--- config.mk ---
export PLATFORM = sky130hd
export DESIGN_NAME = stage_ra_pipe
export DESIGN_NICKNAME = d
export VERILOG_FILES = /design/src/rtl/stage_ra_pipe.sv
export SDC_FILE = /design/constraint.sdc
export NUM_CORES = 1
export LEC_CHECK = 0
export ABC_AREA = 1
export BUFFER_PORTS_ARGS = -buffer_cell sky130_fd_sc_hd__clkbuf_2
export CORE_MARGIN = 2
export CORE_UTILIZATION = 49
export CTS_CLUSTER_SIZE = 20
export DETAILED_ROUTE_END_ITERATION = 7
export PLACE_DENSITY = 0.84
export REMOVE_ABC_BUFFERS = 1
export SLEW_MARGIN = 20
export SYNTH_ARGS = -nofsm -noshare
export SYNTH_HDL_FRONTEND = slang
export SYNTH_SLANG_ARGS = --single-unit
export TNS_END_PERCENT = 30
--- constraint.sdc ---
create_clock -name clk -period 1.4 [get_ports clk]
set_clock_uncertainty 0.05 [all_clocks]
set_input_delay 0.21 -clock clk [delete_from_list [all_inputs] [get_ports clk]]
set_output_delay 0.21 -clock clk [all_outputs]
set_load 0.01 [all_outputs]
--- src/rtl/stage_ra_pipe.sv ---
// stage_ra_pipe: 2-entry in-order main+skid buffer between the RA and RO stages.
// Outputs come straight from the head register; in_ready depends only on occupancy.
module stage_ra_pipe #(
    parameter int DATA_W    = 12,
    parameter int SET_W     = 4,
    parameter int FLAG_W    = 4,
    parameter int ADDR_W    = 4,
    parameter int ADDR_LSB  = 4,
    parameter int RESET_SET = 0,
    parameter int STALL_W   = 16
) (
    input  logic               clk,
    input  logic               rst,
    input  logic               flush,
    input  logic               clr_stats,
    input  logic               in_valid,
    output logic               in_ready,
    input  logic [DATA_W-1:0]  pc_in,
    input  logic [DATA_W-1:0]  instr_in,
    input  logic [DATA_W-1:0]  result_in,
    input  logic [SET_W-1:0]   instr_set_in,
    input  logic [FLAG_W-1:0]  flags_in,
    output logic               out_valid,
    input  logic               out_ready,
    output logic [DATA_W-1:0]  pc_out,
    output logic [DATA_W-1:0]  instr_out,
    output logic [DATA_W-1:0]  result_out,
    output logic [SET_W-1:0]   instr_set_out,
    output logic [FLAG_W-1:0]  flags_out,
    output logic [ADDR_W-1:0]  reg_waddr_out,
    output logic [1:0]         occupancy,
    output logic [STALL_W-1:0] stall_cnt
);
    localparam int W = 3*DATA_W + SET_W + FLAG_W + ADDR_W;

    logic [W-1:0] head, skid, din, rst_val;
    logic [1:0]   occ;
    logic         push, pop;

    always_comb begin
        push    = in_valid && occ != 2'd2 && !flush;
        pop     = occ != 2'd0 && out_ready && !flush;
        din     = {pc_in, instr_in, result_in, instr_set_in, flags_in,
                   instr_in[ADDR_LSB+ADDR_W-1:ADDR_LSB]};
        rst_val = W'(SET_W'(RESET_SET)) << (FLAG_W + ADDR_W);
    end

    assign in_ready  = occ != 2'd2;
    assign out_valid = occ != 2'd0;
    assign occupancy = occ;
    assign {pc_out, instr_out, result_out, instr_set_out, flags_out, reg_waddr_out} = head;

    // Head reloads from input when it is (or is becoming) free, else from skid on a pop at full.
    always_ff @(posedge clk) begin
        if (rst) begin
            occ  <= 2'd0;
            head <= rst_val;
            skid <= '0;
        end else if (flush) begin
            occ <= 2'd0;
        end else begin
            occ <= occ + {1'b0, push} - {1'b0, pop};
            if (push && (occ == 2'd0 || pop))
                head <= din;
            else if (pop && occ == 2'd2)
                head <= skid;
            if (push && occ == 2'd1 && !pop)
                skid <= din;
        end
    end

    always_ff @(posedge clk) begin
        if (rst || clr_stats)
            stall_cnt <= '0;
        else if (out_valid && !out_ready && !flush && stall_cnt != '1)
            stall_cnt <= stall_cnt + 1'b1;
    end
endmodule

# == Yosys cells after proc, flatten, opt, wreduce, memory -nomap -nowiden ==
# Index checks and enable logic that the tools add are counted.
# totals
regBits,114
in_bits,50
wordCells,36
# classes
add_sub_neg,3
n_eq_ne,4
muxes,2
bitwise_logic,1
reduce_logical,22
# op_table
cell,n
$mux 48,2
$add 16x1->16 const B,1
$ne 16x16->1 const B,1
$logic_and 1x1->1,11
$reduce_and 2->1,2
$reduce_bool 2->1,2
$logic_not 1->1,3
$add 2x1->2,1
$eq 2x1->1 const B,1
$eq 2x2->1 const B,1
$logic_not 2->1,1
$logic_or 1x1->1,2
$ne 2x2->1 const B,1
$reduce_or 2->1,1
$sub 2x1->2,1
$not 1->1,1

# == Longest topological paths before layout ==
# Gate-level depths: netlist (run 1).
# logic_depth
word_depth,7
mapped_depth,9
ltp_nobuf,9

# == Worst setup path after synthesis (run 1) ==
# No wires, ideal clock.
# synth_timing
path_type,flip-flop to flip-flop
from,reg occ[0] (netlist: occupancy[0])
to,reg occ[1] (netlist: occupancy[1])
setup_time_ps,115
t_arrival_ps,1482
required_ps,1235
slack_ps,-247
stages_incl_launch_ff,9
path_buffers,0
synth_period_minus_slack_ps,1647
cell_sequence,dfxtp_1 -> inv_1 -> nand2_2 -> nand3_1 -> ha_1 -> inv_1 -> ha_1 -> xnor2_1 -> and3_1
# synth_between
elab_chain_cells,5
elab_cells_between_ends,8
# synth_rtl
item,line,rtl
"start, declared",37,logic [1:0] occ;
"start signal, assigned",62,"occ <= occ + {1'b0, push} - {1'b0, pop};"
$ne 2x2->1,n/a,
net in_ready,17,"output logic in_ready,"
$logic_and 1x1->1 (2 in series),41,push = in_valid && occ != 2'd2 && !flush;
$add 2x1->2,62,
$sub 2x1->2,62,
# The timed path passes the listed nets, and every way through them passes these cells.
# A chain may end at the register's enable or synchronous reset.

# == Worst setup path in the final report (run 1) ==
# layout_timing
from,reg occ[0] (netlist: occupancy[0])
to,reg skid[47]
# layout_between
elab_chain_cells,6
elab_cells_between_ends,11
# layout_rtl
item,line,rtl
$ne 2x2->1 or $reduce_bool 2->1 (tied branches),"41, 42",
"$logic_and 1x1->1, on equally long branches (2 in series)","41, 42",
$logic_and 1x1->1 or $logic_not 1->1 (tied branches),67,if (push && occ == 2'd1 && !pop)
$logic_and 1x1->1 *,67,
$reduce_and 2->1 (no line) *,n/a,
"end signal, assigned",68,skid <= din;
"end, declared",36,"logic [W-1:0] head, skid, din, rst_val;"
# Every way passes the cells marked *; elsewhere a longest branch is shown, timed or not.

==> impl_metrics.toml, run 1 <==
[floorplan]
dieArea_um2 = 11300
fp.coreArea_um2 = 10230
initial_core_util_pct = 50.10
die_h_um = 106.3
io_pins = 118
num_rows = 37
die_w_um = 106.3

[grt]
gr-usage-all-layers_pct = 22.74
grt_pass1_wl_mm = 20.76
overflow = 0
antenna_found_initial = 0
grt_max_degree = 65
grt_pass1_vias = 4446

[routing]
drt-total-wl_mm = 14.26
ant_nets = 0
first_iter_violations = 277
route.detailed.drc = 0
wl_per_cell_um = 14.23
drtPass1Iterations = 5
vias_per_cell = 5.025
num_vias = 5035

[placement]
dp_cells = 965
gp_congestion = 0.8081
place_area_um2 = 6212
dpl.hpwl_mm = 8.475
post-place-ws_ns = -0.2360
portBuffers = 117

[sta]
finalMaxSlewViolations = 0
hold_slack_ns = 0.05531
fin_ws_ns = -0.1253
rsz0062_at_grt = "true"
finalSetupViolations = 103
fin_crit_sh_pct = 108.9
max_slew_margin_pct = 75.07
worst_pin_slew_ns = 0.3736
finalHoldViolCount = 0
max_freq_ghz = 0.6556
period_needed_ns = 1.525

[logic_synthesis]
syn_area_um2 = 5126
ys_dominant_reg_cell = "dfxtp_1"
synthCells = 694
synth_edf_count = 0
synth_seq_cells = 106
yosysWarnings = 0
yosysUniqueCellTypes = 27
avgSynthCellArea_um2 = 7.386
async_flop_share_pct = 0
synth-seq-area-share_pct = 41.40

[clock_tree]
path_clk_slew_ns = 0.11
clockRootBuffer = "clkbuf_8"
clock_latency_ns = 0.37
htreeDepth = 3
hold_buffers = 0
clock-sinks = 106
cts_buffer_depth = 2
tritoncts = "yes"
numCtsBuffers = 9

[critical_path]
crit_path_top_delay_cell = "dfxtp_4"
crit_chain = "inv_4 -> nand2_4 -> buf_4 -> nand4_1 -> buf_6 -> buf_16 -> o21ai_1 -> a21oi_1"
critPathMaxStageDelay_ns = 0.40
end_kind = "flop"
cp.arrival_ns = 1.74
cp_max_fo = 64
ff2ff_setup_slack_ns = -0.13
crit_type = "reg -> reg"
critPathLaunchType = "flop"
worstPathRequired_ns = 1.61

[layout]
stdcell_count = 1002
nNetsFinal = 914
filler_cell_count = 817
final_area_um2 = 6950
fin_util_pct = 67.93
area_delta_synth_final_pct = 35.59
n_antenna_cell = 0
drive_gt1_share_pct = 35.22

[flow_run]
drv_cap = 0

[outcome]
violations = "negative setup slack"
status = "finished with violations"

[power_and_ir_drop]
power-per-cell-area_nw_per_um2 = 868.1
p_leak_nw = 3.151
ir_drop_mv = 0.5378

[hold_path]
hp-class = "in -> reg"
[flip-flops by register name, summed over array words and instances, names as in the netlist]
register and count:
stall_cnt 16, occupancy 2, skid 44, head 44
[path summary, 6_finish.rpt]
check / start / end / depth (start not counted)
setup reg to reg: occupancy[0] / skid[47] / 8
hold reg to reg: skid[44] / skid[44] / 2
hold / removal: result_in[1] / skid[13] / 3
setup / recovery: occupancy[0] / skid[47] / 8
[logic make-up (layout without fill, tap and decap cells)]
logic type / Yosys count / count (layout) / synth area share, %
buffers and inverters: 192 / 364 / 15.69
XOR/XNOR: 9 / 9 / 1.538
AO/OA/AOI/OAI: 194 / 194 / 25.14
adder cells (fa/ha/maj): 3 / 3 / 0.7323
flip-flops: 106 / 106 / 41.40
AND/OR/NAND/NOR: 190 / 190 / 15.50
[cells in the mapped netlist, types with 2 or more instances]
cell type	count	share of area [%]
nand4_1	6	0.73
o211ai_2	41	10
nand2_2	2	0.24
nor3_1	3	0.29
a21oi_1	102	10
o211ai_1	4	0.59
dfxtp_1	106	41
o21ai_0	46	4.5
nor2_4	3	0.66
nor2_1	23	1.7
clkbuf_1	19	1.4
inv_2	2	0.15
xnor2_1	5	0.85
inv_1	148	11
buf_1	2	0.15
xor2_1	4	0.68
nand3_1	11	1.1
ha_1	3	0.73
nand2_1	138	10
buf_4	7	1.0
buf_2	10	0.98
buf_8	4	1.2
[through the flow]
stage | total power, W | TNS [ns]
2_1_floorplan | 0.003685 | -129.57
3_3_place_gp | 0.004055 | -9.526
3_5_place_dp | 0.004077 | -13.65
4_1_cts | 0.005914 | -4.525
5_1_grt | 0.006305 | -14.51
6_report | 0.006033 | -7.380
[cell type report]
type                       instances  area [µm²]  area share (%)
clock inverter                     6       48.80          0.7021
inverter                         150       568.0           8.173
multi-input combinational        396        2392           34.42
tap                              136       170.2           2.448
sequential                       106        2136           30.73
timing repair buffer             198        1498           21.55
clock buffer                      10       137.6           1.980
[critical path: cells and delay by family (launching register included)]
family                 cells  cell delay (ns)
AO/OA/AOI/OAI              2             0.23
buffers and inverters      4             0.51
flip-flops                 1             0.40
AND/OR/NAND/NOR            2             0.20
[where the power goes]
| part | internal, W | switching (W) |
|---|---|---|
| Clock | 0.000716 | 0.00112 |
| Sequential | 0.00312 | 0.0000622 |
| Combinational | 0.000452 | 0.000564 |
[cells in the final DEF, fill, tap and decap left out, drive strengths merged]
cell type	n
inv	152
nand4	6
a21oi	102
clkinv	2
xor2	4
nand2	140
nor2	27
and3	1
nor3b	1
ha	3
nor3	4
clkbuf	131
dfxtp	106
nand3	11
xnor2	5
buf	77
clkinvlp	2
o211ai	45
o21ai	47
[repair_timing]
item,in CTS,in global routing
setup endpoints to repair,108,109
buffers inserted,5,6
gates resized for setup,62,61
endpoints found under the hold margin,0,0
cloned,3,7
pin swaps,8,34
[metal layers]
metal	part of all wire [%]	vias to the layer above	track usage, %	wire length, µm
li1	-	2531	-	-
met1	41	2319	29.43	5870
met2	51	167	39.15	7321
met3	5.9	18	4.108	838
met4	1.6	0	5.733	224
met5	0	-	0	0
Note: power is estimated with default switching activity, not from simulation.
==> inputs of run 2 (changes only) <==
--- a/config.mk
+++ b/config.mk
@@ -6,9 +6,12 @@
 export NUM_CORES = 1
 export LEC_CHECK = 0
 export ABC_AREA = 1
-export BUFFER_PORTS_ARGS = -buffer_cell sky130_fd_sc_hd__clkbuf_2
+export ABC_CLOCK_PERIOD_IN_PS = 1400
+export BUFFER_PORTS_ARGS = -buffer_cell sky130_fd_sc_hd__buf_2
+export CELL_PAD_IN_SITES_DETAIL_PLACEMENT = 0
+export CELL_PAD_IN_SITES_GLOBAL_PLACEMENT = 1
 export CORE_MARGIN = 2
-export CORE_UTILIZATION = 49
+export CORE_UTILIZATION = 35
 export CTS_CLUSTER_SIZE = 20
 export DETAILED_ROUTE_END_ITERATION = 7
 export PLACE_DENSITY = 0.84
==> run 2 against run 1 <==
Net effect: the flow still finishes with violations (negative setup slack); critical path depth decreased by 3; wire length shrank 1.3%; non-clock buffer count decreased by 2; maximum frequency grew 1.8%; sequential power about the same; sequential share of layout area fell by 1.7 points; global-route usage fell by 5.5 points; combinational power is essentially flat; via count is 2.8% lower; register-to-register slack better by 0.04 ns; core utilization fell by 17 points; largest cell class unchanged; largest power group unchanged.
==> impl_metrics.toml, run 2 (synthesis gave the netlist of run 1 again) <==
[outcome]
status = "finished with violations"
violations = "negative setup slack"

[floorplan]
die_h_um = 125.0
dieArea_um2 = 15630
io_pins = 118
die_w_um = 125.0
initial_core_util_pct = 35.54
num_rows = 44
fp.coreArea_um2 = 14420

[routing]
drt-total-wl_mm = 14.07
vias_per_cell = 4.663
first_iter_violations = 181
wl_per_cell_um = 13.40
drtPass1Iterations = 4
ant_nets = 0
route.detailed.drc = 0
num_vias = 4896

[clock_tree]
tritoncts = "yes"
clockRootBuffer = "clkbuf_16"
clock-sinks = 106
htreeDepth = 3
cts_buffer_depth = 2
path_clk_slew_ns = 0.07
clock_latency_ns = 0.36
numCtsBuffers = 9

[power_and_ir_drop]
seqPwrFrac_pct = 45.2
p_clk_share_pct = 40.7
p_comb_share_pct = 14.1
ir_drop_mv = 0.6692
p_leak_nw = 3.345
internal_power_w = 0.005221
power-per-cell-area_nw_per_um2 = 953.3
p_sw_w = 0.001789
p_sw_share_pct = 25.52

[placement]
dpl.hpwl_mm = 8.886
gp_congestion = 0.8003
portBuffers = 117
post-place-ws_ns = -0.2014

[layout]
fin_util_pct = 50.98
nNetsFinal = 912
most-common-layout-cells = "inv_1, nand2_1, buf_2, dfxtp_1, a21oi_1"
area_delta_synth_final_pct = 43.45
drive_gt1_share_pct = 40.63
final_common_cell = "inv_1"
top_regs = "head (44), skid (44), stall_cnt (16)"

[critical_path]
crit_type = "reg -> out"
r2r_start = "occupancy[1]"
cp.arrival_ns = 1.24
critPathLaunchType = "flop"
worstPathRequired_ns = 1.14
startpoint = "occupancy[1]"
cp_max_fo = 4
end_kind = "output pin"

[flow_run]
drv_cap = 0

[grt]
gr-usage-all-layers_pct = 17.21
grt_max_degree = 41
grt_pass1_wl_mm = 21.76
grt_pass1_vias = 4385
overflow = 0
antenna_found_initial = 4

[sta]
period_needed_ns = 1.499
fin_ws_ns = -0.09883
worst_pin_slew_ns = 0.5394
finalMaxSlewViolations = 0
finalSetupViolations = 64
rsz0062_at_grt = "true"
finalHoldViolCount = 0
max_freq_ghz = 0.6672
fin_crit_sh_pct = 107.1
max_slew_margin_pct = 64.00

[hold_path]
hp-class = "in -> reg"
holdCritStartpoint = "pc_in[3]"
[run 2: changes by cell type in the layout (fill, tap and decap cells not counted), moves of 6 or more]
cell / previous run / this run
a21oi_1: 98 / 92
buf_4: 53 / 46
buf_2: 2 / 117
o21ai_1: 39 / 6
o21ai_0: 1 / 16
nand2_2: 2 / 15
clkbuf_8: 10 / 2
o21ai_2: 6 / 23
a21oi_2: 4 / 10
clkbuf_16: 5 / 11
clkbuf_2: 116 / 0
buf_6: 9 / 15
nand2_1: 134 / 119
[run 2: power by group through the flow]
stage          logic, W  clock network (W)  registers (W)
2_1_floorplan  0.000400                  0        0.00329
3_3_place_gp   0.000863                  0        0.00324
3_5_place_dp   0.000867                  0        0.00324
4_1_cts        0.000939            0.00293        0.00317
5_1_grt         0.00109            0.00305        0.00318
6_report       0.000986            0.00285        0.00317
[run 2: area by class of cell]
type	count	area, µm²
Multi-Input combinational cell	396	2600
Tap cell	184	230.2
Clock buffer	11	252.7
Timing Repair Buffer	196	1480
Fill cell	1422	7071
Antenna cell	2	5.005
Inverter	150	565.5
Clock inverter	5	83.83
Sequential cell	106	2136
[run 2: worst paths after layout]
check	to	slack (ns)	cells after the start
max reg2reg	head[30]	-0.09	8
min reg2reg	skid[45]	0.41	2
max	out_valid	-0.1	5
min	skid[39]	0.08	3
[run 2: layer usage]
metal / global-route usage [%] / up-vias / wire [µm]
li1: - / 2518 / -
met5: 0 / - / 13
met2: 27.72 / 94 / 6856
met1: 22.10 / 2267 / 6220
met3: 5.049 / 15 / 725
met4: 5.882 / 2 / 255
[run 2: timing repair]
action | 4_1_cts | 5_1_grt
gates cloned | 3 | 3
pin swaps | 14 | 45
setup endpoints to repair | 87 | 103
setup buffers | 6 | 5
hold buffers | 0 | 0
gates resized for setup | 63 | 103
[run 2: through the flow]
step	TNS, ns	hold slack [ns]	total power [W]	std cells	instance area [µm²]
2_1_floorplan	-129.57	0.2351	0.003685	652	4885
3_3_place_gp	-8.539	0.3924	0.004103	1017	6352
3_5_place_dp	-9.442	0.3946	0.004109	1017	6352
4_1_cts	-3.322	0.06190	0.007035	1042	6933
5_1_grt	-9.205	0.06609	0.007325	1050	7353
6_report	-3.177	0.08016	0.007010	1050	7353
[run 2: critical path: stages (launching register included)]
cell	delay (ns)
dfxtp_4	0.37
nor2_4	0.16
buf_4	0.13
buf_4	0.08
inv_1	0.03
buf_2	0.12
